<file path="src/rtl/pixel_row_sequencer_pkg.sv">
// Shared constants and state encoding for the pixel-row sequencer.
package pixel_row_sequencer_pkg;

    localparam int ROW_COUNT = 28;
    localparam int SEL_BIT   = 5;
    localparam int PASS_BIT  = 4;

    typedef enum logic [1:0] {
        ST_IDLE  = 2'd0,
        ST_SWEEP = 2'd1,
        ST_DONE  = 2'd2
    } state_t;

endpackage

</file>
<file path="src/rtl/pixel_row_sequencer_counter.sv">
// Row-select counter: clears to row 0, steps by one on advance, and flags the
// last row so the sequencer can wrap or finish.  It never steps past the last row.
module pixel_row_counter
    import pixel_row_sequencer_pkg::*;
#(
    parameter int ROW_COUNT_P = ROW_COUNT,
    parameter int SEL_BIT_P   = SEL_BIT
) (
    input  logic                 clk,
    input  logic                 rst,
    input  logic                 clear,
    input  logic                 advance,
    output logic [SEL_BIT_P-1:0] sel,
    output logic                 tc
);

    assign tc = (sel == SEL_BIT_P'(ROW_COUNT_P - 1));

    // Select register: clear wins over advance; the terminal row is a hard stop.
    always_ff @(posedge clk or posedge rst) begin
        if (rst) begin
            sel <= '0;
        end else if (clear) begin
            sel <= '0;
        end else if (advance && !tc) begin
            sel <= sel + SEL_BIT_P'(1);
        end
    end

endmodule

</file>
<file path="src/rtl/pixel_row_sequencer.sv">
// Pixel-row sequencer: sweeps the row mux select through every row of a locked
// frame once per pass, one row per valid/ready transfer, and pulses Done at the end.
module pixel_row_sequencer
    import pixel_row_sequencer_pkg::*;
#(
    parameter int ROW_COUNT_P = ROW_COUNT,
    parameter int SEL_BIT_P   = SEL_BIT,
    parameter int PASS_BIT_P  = PASS_BIT
) (
    input  logic                  clk,
    input  logic                  rst,
    input  logic                  Start,
    input  logic [PASS_BIT_P-1:0] NumPasses,
    input  logic                  Abort,
    input  logic                  RowReady,
    output logic [SEL_BIT_P-1:0]  Select,
    output logic                  RowValid,
    output logic                  RowLast,
    output logic [PASS_BIT_P-1:0] PassIdx,
    output logic                  FrameLock,
    output logic                  Busy,
    output logic                  Done
);

    state_t                  state;
    state_t                  state_next;
    logic [PASS_BIT_P-1:0]   pass_idx;
    logic [PASS_BIT_P-1:0]   pass_next;
    logic [PASS_BIT_P-1:0]   last_pass;
    logic [PASS_BIT_P-1:0]   last_next;
    logic                    sel_clear;
    logic                    sel_advance;
    logic                    row_tc;
    logic                    xfer;
    logic                    on_last_pass;

    pixel_row_counter #(
        .ROW_COUNT_P (ROW_COUNT_P),
        .SEL_BIT_P   (SEL_BIT_P)
    ) u_row_counter (
        .clk     (clk),
        .rst     (rst),
        .clear   (sel_clear),
        .advance (sel_advance),
        .sel     (Select),
        .tc      (row_tc)
    );

    assign xfer         = (state == ST_SWEEP) && RowReady;
    assign on_last_pass = (pass_idx == last_pass);

    // State, pass index and latched last-pass index.  A reset leaves the
    // latched pass count at one sweep (last index 0).
    always_ff @(posedge clk or posedge rst) begin
        if (rst) begin
            state     <= ST_IDLE;
            pass_idx  <= '0;
            last_pass <= '0;
        end else begin
            state     <= state_next;
            pass_idx  <= pass_next;
            last_pass <= last_next;
        end
    end

    // Next-state and counter control.  Abort beats both Start and a coincident
    // transfer; a wrap from the last row into the next pass costs no cycle.
    always_comb begin
        state_next  = state;
        pass_next   = pass_idx;
        last_next   = last_pass;
        sel_clear   = 1'b0;
        sel_advance = 1'b0;
        case (state)
            ST_IDLE: begin
                sel_clear = 1'b1;
                pass_next = '0;
                if (Start && !Abort) begin
                    state_next = ST_SWEEP;
                    last_next  = (NumPasses == '0) ? '0 : (NumPasses - PASS_BIT_P'(1));
                end
            end
            ST_SWEEP: begin
                if (Abort) begin
                    state_next = ST_IDLE;
                    sel_clear  = 1'b1;
                    pass_next  = '0;
                end else if (xfer) begin
                    if (row_tc) begin
                        sel_clear = 1'b1;
                        if (on_last_pass) begin
                            state_next = ST_DONE;
                            pass_next  = '0;
                        end else begin
                            pass_next = pass_idx + PASS_BIT_P'(1);
                        end
                    end else begin
                        sel_advance = 1'b1;
                    end
                end
            end
            ST_DONE: begin
                sel_clear  = 1'b1;
                pass_next  = '0;
                state_next = ST_IDLE;
            end
            default: begin
                sel_clear  = 1'b1;
                pass_next  = '0;
                state_next = ST_IDLE;
            end
        endcase
    end

    assign PassIdx   = pass_idx;
    assign RowValid  = (state == ST_SWEEP);
    assign Busy      = (state != ST_IDLE);
    assign FrameLock = Busy;
    assign Done      = (state == ST_DONE);
    assign RowLast   = RowValid && row_tc && on_last_pass;

endmodule

</file>
<file path="config.mk">
export PLATFORM = sky130hd
export DESIGN_NAME = pixel_row_sequencer
export DESIGN_NICKNAME = d
export VERILOG_FILES = /design/src/rtl/pixel_row_sequencer_pkg.sv /design/src/rtl/pixel_row_sequencer_counter.sv /design/src/rtl/pixel_row_sequencer.sv
export SDC_FILE = /design/constraint.sdc
export NUM_CORES = 1
export LEC_CHECK = 0
export ABC_AREA = 1
export CORE_MARGIN = 2
export CORE_UTILIZATION = 54
export DETAILED_ROUTE_END_ITERATION = 10
export DONT_BUFFER_PORTS = 1
export GPL_ROUTABILITY_DRIVEN = 0
export PLACE_DENSITY = 0.69
export SLEW_MARGIN = 40
export SYNTH_ARGS = -nofsm -noshare
export SYNTH_HDL_FRONTEND = slang
export SYNTH_SLANG_ARGS = --single-unit
export TNS_END_PERCENT = 10
</file>
<file path="constraint.sdc">
create_clock -name clk -period 1.7 [get_ports clk]
set_input_delay 0.255 -clock clk [delete_from_list [all_inputs] [get_ports clk]]
set_output_delay 0.255 -clock clk [all_outputs]
set_load 0.02 [all_outputs]
</file>
==> flow_summary.yaml, run 1 <==
status:
  status: "complete, but fails checks"
  violations: "negative setup slack"
placement:
  dpl.hpwl_mm: 1.50
  placed_cells: 160
  place_area_mm2: 0.00106
  numPortBuffers: 0
  pre_cts_ws_ns: 0.226
yosys:
  yosysTopAreaCell: "dfrtp_1"
  synthesis.nets: 140
  synth_warnings: 0
  synth-seq-area-share: 0.382
  synth_cell_types: 28
  avgSynthCellArea_um2: 7.61
  synthCells: 129
  synth_top_area_share: 0.382
  syn_area_um2: 982
  synth_area_leaders: "dfrtp_1 38%, nand2_1 15%, inv_1 7.3%"
  synth-seq-cells: 15
floorplan:
  top_level_ports: 23
  coreArea_mm2: 0.00173
  fp.dieH_um: 46.7
  initial_core_util: 0.569
  die-area_mm2: 0.00218
  num_rows: 15
  dieWidth_um: 46.7
cts:
  cts_tree: "done"
  numCtsBuffers: 3
  cts_buffer_depth: 2
  clock_latency_ns: 0.28
  cts.clk_slew.worst_paths_ns: 0.09
  cts_root_buf: "clkbuf_4"
  htreeDepth: 1
  cts.sinks: 15
global_routing:
  grt.total_usage: 0.196
  grt_pass1_wl_mm: 2.93
  grt_pass1_vias: 762
  grt_max_degree: 16
  antenna_found_initial: 0
  grt_overflow_total: 0
pwr:
  p_leak_nw: 0.584
  pwr-share-clk: 0.139
  pwr_density_cell_mw_per_mm2: 1280
  swShare: 0.458
  ir_drop_mv: 0.737
  power_frac_seq: 0.360
  p_int_uw: 778
  p_switching_uw: 657
  p_comb_frac: 0.500
cells_and_area:
  final_nets: 154
  layout-drive-gt1-share: 0.296
  instances_no_fill: 167
  fin_area_mm2: 0.00112
  fillers: 162
  antenna_cells: 0
  synthToLayoutAreaGrowth_pct: 14.5
timing:
  final_max_slew_viol_count: 0
  fin_ws_ns: -0.0269
  period_share: 1.02
  timing.fmax_ghz: 0.579
  setup_viol: 1
  final-hold-violation-count: 0
  worst_slew_pin_slew_ns: 0.560
  fin_crit_ns: 1.73
  finClkSkew_ns: 0.00282
  relSlewSlack: 0.626
  rsz0062_at_grt: "yes"
hold_path:
  holdPathStages: 1
  min_path_type: "input pin to register"
flow_run:
  drv_cap: 0
setup_path:
  path_class: "register to output pin"
  slowest_delay_ns: 0.49
  crit_slowest_cell: "dfrtp_2"
  crit_required_ns: 1.44
  rr_worst_depth: 9
  start_kind: "register"
  endpoint_kind: "output pin"
  arrival_ns: 1.47
  path_cells: "nand2_1 > nand2_2 > nor2_1 > nand2_1 > nor3_2 > buf_4"
  path_max_fanout: 4
  cpMostUsedCell: "nand2_1"
routing:
  drc: 0
  drt_wl_total_mm: 1.92
  routedWlPerCell_um: 11.5
  antenna_left: 0
  drt_pass1_iterations: 4
  drt_iter0_markers: 9
  vias: 835
  vias_per_cell: 5.00
==> path summary, 6_finish.rpt <==
path / end / start / slack (ns)
max in group asynchronous: PassIdx[3]$_DFFE_PP0P_ / rst / 0.84
hold reg to reg: last_pass[2]$_DFFE_PP0P_ / last_pass[2]$_DFFE_PP0P_ / 0.56
min in group asynchronous: u_row_counter.sel[4]$_DFFE_PP0P_ / rst / 0.46
setup / recovery: RowLast / PassIdx[3]$_DFFE_PP0P_ / -0.03
hold / removal: last_pass[0]$_DFFE_PP0P_ / NumPasses[0] / 0.07
setup reg to reg: PassIdx[2]$_DFFE_PP0P_ / PassIdx[3]$_DFFE_PP0P_ / 0.30
==> layout by cell type (no fill, tap or decap), drive strengths merged <==
cell	n
a21oi	3
a22oi	1
and3	1
buf	10
clkbuf	4
dfrtp	15
dlygate4sd3	1
ha	2
inv	24
mux2i	1
nand2	42
nand3	13
nand4	2
nor2	12
nor3	2
o21ai	5
o21bai	1
o22ai	1
xor2	2
==> final cells by class <==
type                       count  area, µm²  area share
clock buffer                   4       26.3      0.0234
inverter                      24       92.6      0.0823
multi-input combinational     88        510       0.454
sequential                    15        379       0.337
tap                           25       31.3      0.0278
timing repair buffer          11       85.1      0.0756
==> layer usage <==
layer / wire, µm / GRT usage
met5: 0 / 0
met3: 109 / 0.0392
met2: 975 / 0.344
met1: 811 / 0.221
met4: 20 / 0.100
==> cell usage after synthesis <==
cell type  instances
nand2_1           38
inv_1             19
dfrtp_1           15
nand3_1           12
nor2_1             7
o21ai_0            5
inv_2              4
nor2_4             3
a21oi_1            2
ha_1               2
nand2_2            2
nand2_4            2
nor2_2             2
xor2_1             2
a21oi_2            1
a22oi_1            1
and3_2             1
buf_4              1
buf_6              1
inv_4              1
mux2i_1            1
nand3_4            1
nand4_1            1
nand4_4            1
nor3_1             1
nor3_2             1
o21bai_1           1
o22ai_1            1
==> registers in the layout (all words and copies together) (netlist names) <==
| name | count |
|---|---|
| PassIdx | 4 |
| last_pass | 4 |
| state | 2 |
| u_row_counter.sel | 5 |
==> worst max-delay path: cells and delay by family, from the launching register on <==
kind,cells,cell delay (ns)
buffers and inverters,1,0.17
DFF,1,0.49
and+or+nand+nor,5,0.53
==> per-stage QoR <==
step / power [mW] / util / hold slack [ns] / TNS [ns]
after floorplan: 1.08 / - / 0.156 / 0
after global placement: 1.19 / 0.614 / 0.231 / 0
after detailed placement: 1.21 / 0.614 / 0.239 / 0
after CTS: 1.42 / 0.639 / 0.0685 / 0
after global routing: 1.54 / 0.651 / 0.0594 / -0.100
final: 1.43 / 0.651 / 0.0746 / -0.0269
==> timing repair <==
| action | CTS | global route |
|---|---|---|
| hold buffers | 1 | 0 |
| endpoints found under the hold margin | 15 | 0 |
| endpoints found under the setup margin | 1 | 1 |
| gates cloned | 0 | 0 |
| setup buffers | 0 | 2 |
| gates resized for setup | 4 | 5 |
| pin swaps | 0 | 2 |
==> cells by family after synthesis <==
family	synth area share
AND/OR/NAND/NOR	0.385
AO/OA/AOI/OAI	0.0662
buffers and inverters	0.113
multiplexers	0.0102
flip-flops	0.382
adder cells (fa/ha/maj)	0.0255
XOR/XNOR	0.0178
==> power by group through the flow <==
stage,registers (mW),clock network [mW],logic [mW]
after global routing,0.529,0.218,0.792
after floorplan,0.546,0,0.536
after detailed placement,0.520,0,0.690
final,0.517,0.200,0.718
after global placement,0.518,0,0.675
after CTS,0.513,0.205,0.698
Note: power is estimated with default switching activity, not from simulation.
==> inputs of run 2 (changes only) <==
Settings changed: ABC_AREA 1 to default.
==> run 2 against run 1 <==
Effect of this change: the flow still finishes with violations (negative setup slack); area after synthesis decreased by 17%; sequential power shrank 23%; synthesized cell count down 32%; worst setup slack got worse by 0.022 ns; cell count decreased by 28%; combinational power shrank 81%; wire length shrank 9.9%; critical endpoint unchanged; largest cell class unchanged; highest routed layer unchanged.
==> flow_summary.yaml, run 2 <==
setup_path:
  start_kind: "register"
  r2r-end: "last_pass[0]$_DFFE_PP0P_"
  slowest_delay_ns: 0.41
  crit_family: "simple AND/OR/NAND/NOR gates"
  reg2reg_slack_ns: 0.19
  path_cells: "xnor2_1 > nand4_1 > nor4_4 > buf_4"
  arrival_ns: 1.49
  path_class: "register to output pin"
  rr_worst_depth: 3
  endpoint_kind: "output pin"
  critPathBufInv: 1
  crit_required_ns: 1.44
  r2r_start: "state[0]$_DFFE_PP0P_"
  path_max_fanout: 2
  crit_slowest_cell: "dfrtp_1"
cells_and_area:
  postLayoutCoreUtil: 0.673
  seq_area_um2: 375
  instances_no_fill: 121
  largest_register: "u_row_counter.sel"
  most-common-layout-cells: "15 x dfrtp_1, 15 x buf_4, 9 x nand2_1"
  fin_area_um2: 978
  synthToLayoutAreaGrowth_pct: 19.9
  final_nets: 117
  multi_input_area_um2: 425
  largest_register_ffs: 5
  fillers: 130
  layout-drive-gt1-share: 0.210
  antenna_cells: 0
floorplan:
  dieWidth_um: 42.9
  die-area_mm2: 0.00184
  num_rows: 14
  coreArea_mm2: 0.00145
  initial_core_util: 0.561
  top_level_ports: 23
  fp.dieH_um: 42.9
cts:
  cts.sinks: 15
  clock_latency_ns: 0.28
  cts_tree: "done"
  cts.clk_slew.worst_paths_ns: 0.09
  numCtsBuffers: 3
  htreeDepth: 1
  cts_root_buf: "clkbuf_4"
  cts_buffer_depth: 2
placement:
  numPortBuffers: 0
  pre_cts_ws_ns: 0.234
  place_area_um2: 926
  placed_cells: 114
  dpl.hpwl_mm: 1.34
yosys:
  yosysTopAreaCell: "dfrtp_1"
  synth_top_area_share: 0.460
  avgSynthCellArea_um2: 9.27
  synth_common_cells: "15 x dfrtp_1, 9 x nand2_1, 8 x a21oi_1, 7 x nand3_1, 6 x nor2_1"
  synthesis.nets: 99
  synth-seq-cells: 15
  synth_edf_count: 0
  synth_flop_cell: "dfrtp_1"
  synthCells: 88
  synth_area_leaders: "dfrtp_1 46%, a21oi_1 4.9%, nand3_1 4.3%"
  synth-seq-area-share: 0.460
  synth_warnings: 0
  yosysMostFrequentCell: "dfrtp_1"
  syn_area_um2: 816
  synthArstFlopShare: 1.00
  synth_cell_types: 31
routing:
  routedWlPerCell_um: 14.3
  drt_wl_total_mm: 1.73
  drc: 0
  antenna_left: 0
  vias_per_cell: 5.91
  vias: 715
  drt_pass1_iterations: 4
  drt_iter0_markers: 2
status:
  violations: "negative setup slack"
  status: "complete, but fails checks"
timing:
  timing.fmax_ghz: 0.572
  relSlewSlack: 0.623
  final-hold-violation-count: 0
  worst_slew_pin_slew_ns: 0.566
  rsz0062_at_grt: "yes"
  period_share: 1.03
  final_max_slew_viol_count: 0
  fin_setup_tns_ns: -0.0487
  setup_viol: 1
  fin_ws_ns: -0.0487
  finClkSkew_ns: 0.00273
  fin_crit_ns: 1.75
pwr:
  pwr_density_cell_mw_per_mm2: 748
  p_leak_nw: 0.426
  ir_drop_mv: 0.472
global_routing:
  grt_overflow_total: 0
  grt_pass1_vias: 690
  grt_pass1_wl_mm: 2.90
  antenna_found_initial: 0
  grt.total_usage: 0.210
  grt_max_degree: 16
hold_path:
  min_path_type: "input pin to register"
  min_to: "last_pass[0]$_DFFE_PP0P_"
  hold_start: "NumPasses[0]"
  holdPathStages: 1
flow_run:
  drv_cap: 0
run 2: how the worst max path moves through the flow:
stage                                to                   start  slack, ns  depth (start not counted)
2_1_floorplan                   RowLast  PassIdx[2]$_DFFE_PP0P_       0.06                          3
3_3_place_gp   last_pass[0]$_DFFE_PP0P_    state[1]$_DFFE_PP0P_       0.27                          3
3_5_place_dp   last_pass[0]$_DFFE_PP0P_    state[0]$_DFFE_PP0P_       0.23                          3
4_1_cts                         RowLast  PassIdx[3]$_DFFE_PP0P_      -0.04                          4
5_1_grt                         RowLast  PassIdx[0]$_DFFE_PP0P_      -0.10                          4
6_report                        RowLast  PassIdx[3]$_DFFE_PP0P_      -0.05                          4
run 2: repair_timing:
| item | 4_1_cts | 5_1_grt |
|---|---|---|
| endpoints found under the setup margin | 1 | 1 |
| hold buffers | 1 | 0 |
| gates resized for setup | 0 | 0 |
| buffers inserted | 2 | 0 |
| hold endpoints to repair | 15 | 0 |
| pin swaps | 4 | 0 |
run 2: stage by stage:
stage | total power, mW | hold WS (ns)
floorplan | 0.497 | 0.156
global placement | 0.521 | 0.227
detailed placement | 0.525 | 0.234
CTS | 0.739 | 0.0526
global route | 0.762 | 0.0588
finish | 0.732 | 0.0593
run 2: logic make-up (layout without fill, tap and decap cells):
kind of cell,after synthesis,after routing,share of synthesized area
AOI/OAI and AO/OA,18,18,0.132
DFF,15,15,0.460
and+or+nand+nor,43,43,0.287
buffers and inverters,5,22,0.0368
adders and majority gates,2,2,0.0307
xor gates and xnor gates,5,5,0.0537
run 2: cell type report:
class	count	share of cell area
repair buffers	16	0.125
clock buffers	3	0.0230
inverters	2	0.00767
multi-input cells	68	0.435
clock inverters	1	0.00512
well taps	16	0.0205
flip-flops and latches	15	0.384
run 2: power breakdown:
group | total [mW] | internal (mW) | switching, mW
logic | 0.134 | 0.0559 | 0.0779
clock network | 0.202 | 0.0873 | 0.115
registers | 0.396 | 0.379 | 0.0173
total | 0.732 | 0.522 | 0.210
run 2: routing by layer:
layer  track usage  up-vias  wire (µm)  share of wire
met5             0        -          0              0
met4        0.0750        0         23          0.013
met3        0.0426        4         82          0.047
met2         0.394       16        921           0.53
met1         0.227      348        701           0.41
li1              -      347          -              -
==> inputs of run 3 (changes only) <==
Settings changed: ABC_CLOCK_PERIOD_IN_PS from default to 1700, CORE_MARGIN 2 to default, RECOVER_POWER from default to 25.
==> run 3 against run 2 <==
Effect of this change: the flow now finishes without violations; combinational power is 16% higher; hold slack worse by 0.0051 ns; die area shrank 9.1%; count of clock-buffer cells in the layout up 1; critical path depth stayed put; maximum frequency increased by 3.7%; design area increased by 0.77%; worst setup slack gained 0.063 ns; largest power group unchanged.
==> flow_summary.yaml, run 3 (synthesis gave the netlist of run 2 again) <==
routing:
  routedWlPerCell_um: 14.2
  drt_wl_total_mm: 1.71
  drt_pass1_iterations: 4
  drc: 0
  vias_per_cell: 5.75
  antenna_left: 0
  vias: 690
  drt_iter0_markers: 16
setup_path:
  r2r_start: "PassIdx[3]$_DFFE_PP0P_"
  path_max_fanout: 4
  endpoint_kind: "output pin"
  rr_worst_depth: 8
  start_kind: "register"
  r2r-end: "PassIdx[2]$_DFFE_PP0P_"
  path_class: "register to output pin"
  arrival_ns: 1.43
  reg2reg_slack_ns: 0.10
  crit_required_ns: 1.44
cells_and_area:
  antenna_cells: 0
  most-common-layout-cells: "15 x dfrtp_1, 14 x buf_4, 8 x a21oi_1, 8 x nand2_1, 7 x nand3_1"
  synthToLayoutAreaGrowth_pct: 20.9
  postLayoutCoreUtil: 0.730
  fin_area_um2: 986
  instances_no_fill: 120
  largest_register_ffs: 5
  largest_register: "u_row_counter.sel"
  layout_commonest_cell: "dfrtp_1"
  final_nets: 117
  fillers: 108
  layout-drive-gt1-share: 0.229
cts:
  htreeDepth: 1
  cts.sinks: 15
  cts.clk_slew.worst_paths_ns: 0.09
  clock_latency_ns: 0.28
  cts_tree: "done"
  cts_buffer_depth: 2
  numCtsBuffers: 3
  cts_root_buf: "clkbuf_4"
floorplan:
  die-area_mm2: 0.00167
  fp.dieH_um: 40.9
  top_level_ports: 23
  num_rows: 13
  dieWidth_um: 40.9
  initial_core_util: 0.604
  coreArea_mm2: 0.00135
timing:
  setup_viol: 0
  rsz0062_at_grt: "yes"
  fin_ws_ns: 0.0144
  relSlewSlack: 0.621
  period_share: 0.992
  timing.fmax_ghz: 0.593
  worst_slew_pin_slew_ns: 0.568
  final-hold-violation-count: 0
  final_max_slew_viol_count: 0
  finClkSkew_ns: 0.00517
  fin_crit_ns: 1.69
placement:
  place_area_um2: 917
  dpl.hpwl_mm: 1.25
  placed_cells: 112
  numPortBuffers: 0
  pre_cts_ws_ns: 0.174
pwr:
  ir_drop_mv: 0.478
  total_power_uw: 757
  pwr_density_cell_mw_per_mm2: 768
  p_leak_nw: 0.423
hold_path:
  holdPathStages: 1
  min_path_type: "input pin to register"
  min_to: "last_pass[0]$_DFFE_PP0P_"
  hold_start: "NumPasses[0]"
global_routing:
  grt_pass1_wl_mm: 2.47
  grt_max_degree: 16
  grt.total_usage: 0.233
  grt_overflow_total: 0
  antenna_found_initial: 0
  grt_pass1_vias: 609
flow_run:
  drv_cap: 0
status:
  status: "completed"
## run 3: cell types whose count changed in the layout (fill, tap and decap cells not counted), sizes merged
| cell | delta |
|---|---|
| clkinv | -1 |
| clkbuf | +1 |
## run 3: power by group
group	leakage [nW]	internal (mW)	switching (mW)	total, mW
Clock	0.0150	0.0910	0.117	0.208
Sequential	0.203	0.379	0.0159	0.395
Combinational	0.205	0.0737	0.0811	0.155
## run 3: worst max-delay path, cell delays in order (launching register included)
cell	delay (ns)
dfrtp_1	0.38
and3b_2	0.28
nand2_2	0.09
nor4_4	0.21
buf_4	0.18
## run 3: cell type report
cell class / count / area [µm²] / area share
clock buffer: 4 / 26.3 / 0.0266
inverter: 2 / 7.51 / 0.00761
multi-input combinational: 68 / 432 / 0.438
sequential: 15 / 375 / 0.381
tap: 15 / 18.8 / 0.0190
timing repair buffer: 16 / 126 / 0.128
## run 3: worst max-delay path by stage
stage,end,slack (ns),startpoint
floorplan,RowLast,0.06,PassIdx[2]$_DFFE_PP0P_
global placement,last_pass[2]$_DFFE_PP0P_,0.22,state[1]$_DFFE_PP0P_
detailed placement,last_pass[0]$_DFFE_PP0P_,0.17,state[1]$_DFFE_PP0P_
CTS,RowLast,0.01,u_row_counter.sel[2]$_DFFE_PP0P_
global route,RowLast,-0.03,PassIdx[3]$_DFFE_PP0P_
finish,RowLast,0.01,u_row_counter.sel[2]$_DFFE_PP0P_
## run 3: metal layers
metal / vias to the layer above / track usage / wire (µm)
met5: - / 0 / 0
met4: 0 / 0.125 / 0
met3: 0 / 0.0380 / 72
met2: 21 / 0.395 / 879
met1: 322 / 0.278 / 755
li1: 347 / - / -
## run 3: per-stage QoR
step	hold slack, ns	TNS [ns]
floorplan	0.156	0
global placement	0.227	0
detailed placement	0.234	0
CTS	0.0529	0
global route	0.0470	-0.0334
finish	0.0542	0
## run 3: repair_timing
item | 4_1_cts | 5_1_grt
endpoints found under the setup margin | 1 | 6
hold buffers | 1 | 0
endpoints found under the hold margin | 15 | 0
gates resized for setup | 2 | 3
pin swaps | 3 | 4
setup buffers | 3 | 0
